File: src/rtl/fifo_rd_pkg.sv
`default_nettype none
// ----------------------------------------------------------------------------
// Package : fifo_rd_pkg
// State type and width helpers shared by the FIFO read-stream controller.
// Rev     : 1.0
// ----------------------------------------------------------------------------
package fifo_rd_pkg;

    typedef enum logic [1:0] {
        IDLE   = 2'd0,
        STREAM = 2'd1,
        TAIL   = 2'd2
    } rd_state_t;

    localparam int C_DEF_BUF_D = 4;
    localparam int C_PTR_W     = $clog2(C_DEF_BUF_D) + 1;
    localparam int C_CRD_W     = $clog2(C_DEF_BUF_D + 1);

    // Extra MSB distinguishes full from empty when the index bits match.
    function automatic int ptr_w(input int buf_d);
        return $clog2(buf_d) + 1;
    endfunction

    function automatic int crd_w(input int buf_d);
        return $clog2(buf_d + 1);
    endfunction

endpackage
`default_nettype wire

File: src/rtl/fifo_rd_stream_if.sv
`default_nettype none
// ----------------------------------------------------------------------------
// Interface : fifo_rd_stream_if
// FIFO read-port flags/data plus the downstream valid/ready stream.
// Rev       : 1.0
// ----------------------------------------------------------------------------
interface fifo_rd_stream_if #(
    parameter int WIDTH = 8,
    parameter int CNT_W = 16
);
    logic             empty;
    logic             almost_empty;
    logic [WIDTH-1:0] doutb;
    logic             enb;
    logic             m_valid;
    logic [WIDTH-1:0] m_data;
    logic             m_ready;
    logic [CNT_W-1:0] rd_count;
    logic             ovf_err;

    modport master (
        input  empty, almost_empty, doutb, m_ready,
        output enb, m_valid, m_data, rd_count, ovf_err
    );

    modport slave (
        output empty, almost_empty, doutb, m_ready,
        input  enb, m_valid, m_data, rd_count, ovf_err
    );
endinterface
`default_nettype wire

File: src/rtl/fifo_rd_buf.sv
`default_nettype none
// ----------------------------------------------------------------------------
// Module : fifo_rd_buf
// Small circular output buffer with push/pop, full/empty and occupancy.
// Rev    : 1.0
// ----------------------------------------------------------------------------
module fifo_rd_buf
    import fifo_rd_pkg::*;
#(
    parameter  int WIDTH = 8,
    parameter  int BUF_D = 4,
    localparam int PTR_W = ptr_w(BUF_D)
) (
    input  logic             clkb,
    input  logic             rstb,
    input  logic             push_i,
    input  logic [WIDTH-1:0] push_data_i,
    input  logic             pop_i,
    output logic             full_o,
    output logic             empty_o,
    output logic [PTR_W-1:0] count_o,
    output logic [WIDTH-1:0] head_o
);
    localparam int AW = PTR_W - 1;

    logic [WIDTH-1:0] mem_q [BUF_D];
    logic [PTR_W-1:0] wr_q;
    logic [PTR_W-1:0] rd_q;
    logic             w_push;
    logic             w_pop;

    assign empty_o = (wr_q == rd_q);
    assign full_o  = (wr_q[AW] != rd_q[AW]) && (wr_q[AW-1:0] == rd_q[AW-1:0]);
    assign count_o = wr_q - rd_q;
    assign head_o  = mem_q[rd_q[AW-1:0]];
    assign w_push  = push_i && !full_o;
    assign w_pop   = pop_i && !empty_o;

    always_ff @(posedge clkb or negedge rstb) begin
        if (!rstb) begin
            wr_q <= '0;
            rd_q <= '0;
            for (int i = 0; i < BUF_D; i++) begin
                mem_q[i] <= '0;
            end
        end else begin
            if (w_push) begin
                mem_q[wr_q[AW-1:0]] <= push_data_i;
                wr_q                <= wr_q + PTR_W'(1);
            end
            if (w_pop) begin
                rd_q <= rd_q + PTR_W'(1);
            end
        end
    end

endmodule
`default_nettype wire

File: src/rtl/fifo_rd_stream.sv
`default_nettype none
// ----------------------------------------------------------------------------
// Module : fifo_rd_stream
// Pops an async FIFO read port under credit control and re-presents words as
// a valid/ready stream. Rev: 1.0
// ----------------------------------------------------------------------------
module fifo_rd_stream
    import fifo_rd_pkg::*;
#(
    parameter int WIDTH  = 8,
    parameter int RD_LAT = 1,
    parameter int BUF_D  = 4,
    parameter int CNT_W  = 16
) (
    input  logic             clkb,
    input  logic             rstb,
    fifo_rd_stream_if.master bus
);
    localparam int PTR_W = ptr_w(BUF_D);
    localparam int CRD_W = crd_w(BUF_D);

    rd_state_t         state_q;
    rd_state_t         state_d;
    logic [RD_LAT-1:0] vld_q;
    logic [RD_LAT-1:0] vld_d;
    logic [CNT_W-1:0]  rd_count_q;
    logic [CNT_W-1:0]  rd_count_d;
    logic              ovf_q;
    logic              ovf_d;

    logic [CRD_W-1:0]  w_in_flight;
    logic [CRD_W:0]    w_occ;
    logic              w_credit;
    logic              w_enb;
    logic              w_arrive;
    logic              w_hs;
    logic              w_full;
    logic              w_empty;
    logic [PTR_W-1:0]  w_count;
    logic [WIDTH-1:0]  w_head;

    // Latency tracker: bit i set means a pop issued i+1 edges ago.
    if (RD_LAT == 1) begin : g_lat1
        assign vld_d = w_enb;
    end else begin : g_latn
        assign vld_d = {vld_q[RD_LAT-2:0], w_enb};
    end

    assign w_arrive = vld_q[RD_LAT-1];

    always_comb begin
        w_in_flight = '0;
        for (int i = 0; i < RD_LAT; i++) begin
            w_in_flight = w_in_flight + CRD_W'(vld_q[i]);
        end
    end

    assign w_occ    = (CRD_W+1)'(w_count) + (CRD_W+1)'(w_in_flight);
    assign w_credit = (w_occ < (CRD_W+1)'(BUF_D));

    always_ff @(posedge clkb or negedge rstb) begin
        if (!rstb) begin
            state_q <= IDLE;
        end else begin
            state_q <= state_d;
        end
    end

    always_comb begin
        state_d = state_q;
        case (state_q)
            IDLE: begin
                if (!bus.almost_empty)  state_d = STREAM;
                else if (!bus.empty)    state_d = TAIL;
            end
            STREAM: begin
                if (bus.empty)             state_d = IDLE;
                else if (bus.almost_empty) state_d = TAIL;
            end
            TAIL: begin
                if (!bus.almost_empty)                      state_d = STREAM;
                else if (bus.empty && (w_in_flight == '0))  state_d = IDLE;
            end
            default: state_d = IDLE;
        endcase
    end

    // TAIL single-steps because the empty flag only catches up after a pop lands.
    always_comb begin
        w_enb = 1'b0;
        case (state_q)
            STREAM:  w_enb = w_credit;
            TAIL:    w_enb = !bus.empty && (w_in_flight == '0) && w_credit;
            default: w_enb = 1'b0;
        endcase
    end

    fifo_rd_buf #(
        .WIDTH (WIDTH),
        .BUF_D (BUF_D)
    ) u_buf (
        .clkb        (clkb),
        .rstb        (rstb),
        .push_i      (w_arrive),
        .push_data_i (bus.doutb),
        .pop_i       (w_hs),
        .full_o      (w_full),
        .empty_o     (w_empty),
        .count_o     (w_count),
        .head_o      (w_head)
    );

    assign w_hs       = !w_empty && bus.m_ready;
    assign ovf_d      = ovf_q || (w_arrive && w_full);
    assign rd_count_d = rd_count_q + CNT_W'(w_hs);

    always_ff @(posedge clkb or negedge rstb) begin
        if (!rstb) begin
            vld_q      <= '0;
            rd_count_q <= '0;
            ovf_q      <= 1'b0;
        end else begin
            vld_q      <= vld_d;
            rd_count_q <= rd_count_d;
            ovf_q      <= ovf_d;
        end
    end

    assign bus.enb      = w_enb;
    assign bus.m_valid  = !w_empty;
    assign bus.m_data   = w_head;
    assign bus.rd_count = rd_count_q;
    assign bus.ovf_err  = ovf_q;

endmodule
`default_nettype wire

File: src/flat_wrapper.sv
// flat-port wrapper written by rule: the top's interface ports become plain ports
module fifo_rd_stream_flat import fifo_rd_pkg::*;
#(
    parameter int WIDTH  = 8,
    parameter int RD_LAT = 1,
    parameter int BUF_D  = 4,
    parameter int CNT_W  = 16
)
  (clkb, rstb, bus_empty, bus_almost_empty, bus_doutb, bus_m_ready, bus_enb, bus_m_valid, bus_m_data, bus_rd_count, bus_ovf_err);
  fifo_rd_stream_if #(.WIDTH(WIDTH), .CNT_W(CNT_W)) bus_i ();
  input  logic clkb;
  input  logic rstb;
  input wire logic [$bits(bus_i.empty)-1:0] bus_empty;
  input wire logic [$bits(bus_i.almost_empty)-1:0] bus_almost_empty;
  input wire logic [$bits(bus_i.doutb)-1:0] bus_doutb;
  input wire logic [$bits(bus_i.m_ready)-1:0] bus_m_ready;
  output wire logic [$bits(bus_i.enb)-1:0] bus_enb;
  output wire logic [$bits(bus_i.m_valid)-1:0] bus_m_valid;
  output wire logic [$bits(bus_i.m_data)-1:0] bus_m_data;
  output wire logic [$bits(bus_i.rd_count)-1:0] bus_rd_count;
  output wire logic [$bits(bus_i.ovf_err)-1:0] bus_ovf_err;
  assign bus_i.empty = bus_empty;
  assign bus_i.almost_empty = bus_almost_empty;
  assign bus_i.doutb = bus_doutb;
  assign bus_i.m_ready = bus_m_ready;
  assign bus_enb = bus_i.enb;
  assign bus_m_valid = bus_i.m_valid;
  assign bus_m_data = bus_i.m_data;
  assign bus_rd_count = bus_i.rd_count;
  assign bus_ovf_err = bus_i.ovf_err;
  fifo_rd_stream #(.WIDTH(WIDTH), .RD_LAT(RD_LAT), .BUF_D(BUF_D), .CNT_W(CNT_W)) u_core (.clkb(clkb), .rstb(rstb), .bus(bus_i));
endmodule
File: config.mk
export PLATFORM = sky130hd
export DESIGN_NAME = fifo_rd_stream_flat
export DESIGN_NICKNAME = d
export VERILOG_FILES = /design/src/rtl/fifo_rd_pkg.sv /design/src/rtl/fifo_rd_stream_if.sv /design/src/rtl/fifo_rd_buf.sv /design/src/rtl/fifo_rd_stream.sv /design/src/flat_wrapper.sv
export SDC_FILE = /design/constraint.sdc
export NUM_CORES = 1
export LEC_CHECK = 0
export ABC_CLOCK_PERIOD_IN_PS = 3100
export BUFFER_PORTS_ARGS = -buffer_cell sky130_fd_sc_hd__buf_4
export CORE_MARGIN = 5
export CORE_UTILIZATION = 57
export DETAILED_ROUTE_END_ITERATION = 10
export GPL_ROUTABILITY_DRIVEN = 1
export GPL_TIMING_DRIVEN = 0
export PLACE_DENSITY = 0.79
export SYNTH_ARGS = -nofsm -noshare
export SYNTH_HDL_FRONTEND = slang
export SYNTH_SLANG_ARGS = --single-unit
export TNS_END_PERCENT = 5
File: constraint.sdc
create_clock -name clkb -period 3.1 [get_ports clkb]
set_clock_uncertainty 0.1 [all_clocks]
set_input_delay 0.62 -clock clkb [delete_from_list [all_inputs] [get_ports clkb]]
set_output_delay 0.62 -clock clkb [all_outputs]
set_load 0.005 [all_outputs]
======== Word-level counts from Yosys, hierarchy flattened ========
Cells that the tools add are included.
word-level totals
  bits in registers ....................... 58
  bits in latches ......................... 0
  bits in writable memories ............... 0
  ROM bits ................................ 0
  input bits .............................. 13
  output and inout bits ................... 27
  logic and storage cells ................. 59
  memories ................................ 0
operators by class
  add/subtract/negate cells ............... 5
  $mul .................................... 0
  divide/modulo/power cells ............... 0
  order comparisons ....................... 4
  eq/ne operators ......................... 8
  shifts and indexed selects .............. 0
  multiplexer cells ....................... 14
  bitwise operators ....................... 2
  reduce and logical (&&, ||, !) cells .... 16
operators by type and width
  operator                                                    number
  bitwise mux 32 bit                                          1
  two-way mux 8 bit                                           3
  adder 16 x 1 -> 16 bit                                      1
  binary-select mux 8 bit (select 2 bit)                      1
  demux 8 bit (select 2 bit)                                  1
  two-way mux 2 bit                                           6
  logical AND 1 bit                                           9
  adder 3 x 1 -> 3 bit, second input constant                 2
  >= comparator 3 bit, second input constant                  2
  != test 3 bit, second input constant                        2
  NOT 2 -> 3 bit                                              2
  case mux 2 bit (3 select lines)                             1
  adder 3 x 1 -> 4 bit                                        1
  less-than comparator 4 x 3 -> 1 bit, second input constant  1
  equality test 3 bit                                         1
  zero test 1 bit                                             3
  zero test 3 bit                                             1
  less-than comparator 3 x 1 -> 1 bit, second input constant  1
  != test 3 x 2 -> 1 bit, second input constant               1
  AND reduction 3 bit                                         1
  subtractor 3 bit                                            1
  equality test 2 x 1 -> 1 bit, second input constant         1
  equality test 2 bit                                         1
  equality test 2 bit, second input constant                  1
  other kinds (4)                                             4

======== Depth between registers and ports, before layout ========
  word-level depth ........................ 6
  depth in mapped cells ................... 13
  gate-level depth less buffers ........... 12

======== Modules after synthesis ========
From an unflattened synthesis, not the netlist that was laid out.
unflattened totals
  cells, all modules ...................... 206
  area, all modules ....................... 2795.2 sq um
by module, submodules not included
  module          instances  cells each  area each (sq um)  sequential area each (sq um)
  fifo_rd_buf     1          121         1840.5             950.9
  fifo_rd_stream  1          85          954.7              500.5

======== Worst setup path before layout ========
Ideal clock, no wire load.
  path type ............................... register to register
  start ................................... register u_core.u_buf.rd_q[1]
  end ..................................... register u_core.rd_count_q[15] (netlist: u_core.bus.rd_count[15])
  setup time .............................. 138 ps
  arrival ................................. 2423 ps
  required time ........................... 2862 ps
  setup slack ............................. 439 ps
  cell stages (with the launch flop) ...... 13
  buffers on the path ..................... 1
  period minus slack after synthesis ...... 2661 ps
  cells stage by stage .................... dfrtp_1 > clkbuf_1 > inv_1 > ha_1 > nand2_1 > or2_2 > nand2_1 > inv_1 > ha_1 > and4_1 > nand2b_1 > nor4_1 > xor2_1
between the ends
  cells in the longest elaborated chain, start to end .. 4
ends and longest elaborated chain
  element                          line                   RTL
  start, declared                  fifo_rd_buf.sv:28      logic [PTR_W-1:0] rd_q;
  start signal, assigned           fifo_rd_buf.sv:52      rd_q <= rd_q + PTR_W'(1);
  equality test 3 bit              fifo_rd_buf.sv:32      assign empty_o = (wr_q == rd_q);
  zero test 1 bit                  n/a
  named net bus_m_valid            flat_wrapper.sv:18     output wire logic [$bits(bus_i.m_valid)-1:0] bus_m_valid;
  logical AND 1 bit                fifo_rd_stream.sv:113  assign w_hs = !w_empty && bus.m_ready;
  adder 16 x 1 -> 16 bit           fifo_rd_stream.sv:115  assign rd_count_d = rd_count_q + CNT_W'(w_hs);
  named net u_core.rd_count_d[15]  fifo_rd_stream.sv:27   logic [CNT_W-1:0] rd_count_d;
  end signal, assigned             fifo_rd_stream.sv:124  rd_count_q <= rd_count_d;
  end, declared                    fifo_rd_stream.sv:26   logic [CNT_W-1:0] rd_count_q;
The timed path passes the listed nets, and every way through them passes these cells.
A chain may end at the register's enable or synchronous reset.

======== Worst setup path in the final report ========
  start ................................... register u_core.u_buf.rd_q[1]
  end ..................................... output bus_enb
between the ends
  cells in the longest elaborated chain, start to end .. 5
ends and longest elaborated chain
  element                                line                  RTL
  subtractor 3 bit *                     fifo_rd_buf.sv:34     assign count_o = wr_q - rd_q;
  adder 3 x 1 -> 4 bit *                 fifo_rd_stream.sv:58  assign w_occ = (CRD_W+1)'(w_count) + (CRD_W+1)'(w_in_flight);
  less-than comparator 4 x 3 -> 1 bit *  fifo_rd_stream.sv:59  assign w_credit = (w_occ < (CRD_W+1)'(BUF_D));
  logical AND 1 bit                      fifo_rd_stream.sv:93  TAIL: w_enb = !bus.empty && (w_in_flight == '0) && w_credit;
  case mux 1 bit (2 select lines) *      fifo_rd_stream.sv:91  case (state_q)
  end, declared                          flat_wrapper.sv:17    output wire logic [$bits(bus_i.enb)-1:0] bus_enb;
Every way passes the cells marked *; elsewhere a longest branch is shown, timed or not.

==> reports/metrics.cfg <==
[clock_network]
clkLatencyLatePin_ps = 330
h-tree-depth = 3
cts_sinks = 58
clk_pin_slew_worst_paths_ps = 60
cts_buffer_depth = 2
holdBufCountCts = 0
numCtsBuffers = 9
cts_tree = yes
clockRootBuffer = clkbuf_8

[pwr]
leakagePower_nw = 1.68
p_int_mw = 2.28
peakVddDrop_v = 0.000560
power_mw = 3.30
clock_power_share = 0.215
power_density_nw_per_um2 = 960
combPwrFrac = 0.410
power_switching_mw = 1.02
pwr-share-seq = 0.375
switching_share = 0.308

[routing]
highest_layer = met4
dr.first_iter.drc_count = 60
met3_length_um = 333
avgViaCountPerCell = 5.15
routed_wl_mm = 5.08
dr.pass1.iters = 5
vias = 1658
drt-met1-wl_mm = 2.27
avgRoutedWirePerCell_um = 15.8
drcViolationCount = 0
wl_met2_mm = 2.42
ant_nets = 0

[cells_and_area]
fin_area_um2 = 3440
final_common_cell = dfrtp_1
final_nets = 278
num_antenna_cells = 0
area_delta_synth_final_pct = 21.0
drive_gt1_frac = 0.435
final_cell_count_no_fill = 322
multi_input_area_um2 = 1330
regArea_um2 = 1450
n_fill_cell = 340
final_cell_mix = 58 x dfrtp_1, 39 x buf_4, 24 x mux2_4

[logic_synthesis]
synth_cell_types = 31
yosys_warnings = 0
synth_cells = 201
syn_area_um2 = 2840
avgSynthCellArea_um2 = 14.1
ys_seq_area_frac = 0.511
synth_nets = 228
synth_seq_cells = 58

[timing]
tightest_slew_ps = 686
fin_crit_sh = 0.943
maxSlewViolCount = 0
finalHoldViolCount = 0
rsz0062_at_grt = true
finalSetupViolCount = 0
fmax_mhz = 342
period_minus_slack_ps = 2920
relSlewSlack = 0.543

[setup_path]
arrival_ps = 2200
criticalPathCategory = reg2out
cp-end-kind = output port
cp-start-kind = flop
cp_top_family = buffers and inverters
required_ps = 2380
worstPathMaxFanout = 10
worst_path_largest_cell_delay_ps = 470
cp_cell_sequence = clkbuf_2 -> inv_1 -> fa_1 -> nand2b_1 -> a21oi_1 -> nor4b_2 -> buf_4
cp_slowest_cell = fa_1
cp.buffers_inverters = 3

[floorplan]
core_area_um2 = 4790
die_h_um = 80.6
start_util = 0.594
pin_count = 40
rows = 25
die_w_um = 80.6
die_area_um2 = 6500

[global_route]
grt_max_degree = 59
antenna_found_initial = 0
grt_usage = 0.180
grt.overflow.total = 0
grt_pass1_vias = 1811
grt_pass1_wl_mm = 8.71

[place]
port_buffers = 39
gp_congestion = 0.712
hpwl_mm = 3.51
place_inst = 307
placed_cell_area_um2 = 3220

[worst_hold_path]
hold_path.class = in2async

[job]
cap_violations = 0

[outcome]
outcome = finished, final reports clean

[synth_stat cells (all sizes together)]
library cell  instances  share of area
buf                   4          0.014
and2                  3         0.0092
nor2                  9          0.013
ha                   13          0.057
mux4                  8          0.063
inv                  10          0.013
a21o                  2         0.0053
nor2b                 2         0.0044
a31oi                 2         0.0097
nand2                12          0.016
dfrtp                58           0.51
nand2b                2         0.0044
nor4b                 1         0.0031
xor2                  7          0.024
clkbuf                1         0.0013
o21ai                 3         0.0053
nand4                 2         0.0044
or2                   1         0.0022
mux2                 35           0.17
xnor2                12          0.037
nor3                  1         0.0018
fa                    1         0.0070
a21oi                 3         0.0053
nand3                 6          0.011
and4                  1         0.0031
nor4                  2         0.0044
[flip-flops by register name, indices dropped and copies added (netlist names)]
name and flops:
u_core.state_q 2, u_core.u_buf.mem_q 32, u_core.bus.ovf_err 1, u_core.u_buf.wr_q 3
u_core.vld_q 1, u_core.u_buf.rd_q 3, u_core.bus.rd_count 16
[logic make-up after synthesis]
group | count (synthesis) | share of synthesized area
buffers and inverters | 15 | 0.0282
AO/OA/AOI/OAI | 10 | 0.0255
AND/OR/NAND/NOR | 42 | 0.0762
multiplexers | 43 | 0.234
flip-flops | 58 | 0.511
adder cells (fa/ha/maj) | 14 | 0.0643
XOR/XNOR | 19 | 0.0612
[path summary, 6_finish.rpt]
| check | from | endpoint | slack (ps) | cells after the start |
|---|---|---|---|---|
| max in group asynchronous | rstb | u_core.u_buf.rd_q[2]$_DFFE_PN0P_ | 2210 | 1 |
| hold / removal | rstb | u_core.u_buf.mem_q[28]$_DFFE_PN0P_ | 230 | 1 |
| hold reg to reg | u_core.bus.ovf_err$_DFF_PN0_ | u_core.bus.ovf_err$_DFF_PN0_ | 370 | 1 |
| setup / recovery | u_core.u_buf.rd_q[1]$_DFFE_PN0P_ | bus_enb | 180 | 7 |
| min in group clkb | u_core.bus.ovf_err$_DFF_PN0_ | u_core.bus.ovf_err$_DFF_PN0_ | 370 | 1 |
| setup reg to reg | u_core.u_buf.rd_q[1]$_DFFE_PN0P_ | u_core.bus.rd_count[13]$_DFF_PN0_ | 260 | 12 |
[metal layers]
metal	global-route usage	up-vias
li1	-	795
met2	0.286	45
met1	0.226	811
met4	0.0557	0
met5	0	-
met3	0.0695	7
[what timing repair did]
action / 4_1_cts / 5_1_grt
setup endpoints to repair: 5 / 5
resized for setup: 1 / 3
setup buffers: 0 / 0
[layout make-up]
class	instances	area share
Sequential cell	58	0.422
Multi-Input combinational cell	128	0.385
Timing Repair Buffer	39	0.0852
Clock buffer	13	0.0491
Tap cell	67	0.0244
Buffer	5	0.0127
Inverter	10	0.0109
Clock inverter	2	0.0102
[power groups by stage]
| stage | Clock [mW] | Combinational, mW | Sequential (mW) |
|---|---|---|---|
| 2_1_floorplan | 0 | 0.955 | 1.19 |
| 3_3_place_gp | 0 | 1.31 | 1.23 |
| 3_5_place_dp | 0 | 1.36 | 1.24 |
| 4_1_cts | 0.724 | 1.36 | 1.24 |
| 5_1_grt | 0.759 | 1.49 | 1.28 |
| 6_report | 0.709 | 1.35 | 1.24 |
[worst register-to-register path, delay by kind of cell (launching register included)]
family,cells,cell delay [ps]
flip-flops,1,350
AND/OR/NAND/NOR,6,1090
buffers and inverters,3,490
XOR/XNOR,1,150
adder cells (fa/ha/maj),2,560
[metrics by stage]
step	setup WS (ps)	utilization	hold WS [ps]	setup TNS [ps]
6_report	176	0.718	233	0
5_1_grt	-1.69	0.718	290	-1.69
4_1_cts	37.3	0.715	259	0
3_5_place_dp	-38.7	0.672	363	-43.7
3_3_place_gp	17.0	0.672	354	0
2_1_floorplan	439	-	224	0
Power figures use the tool's default switching activity.
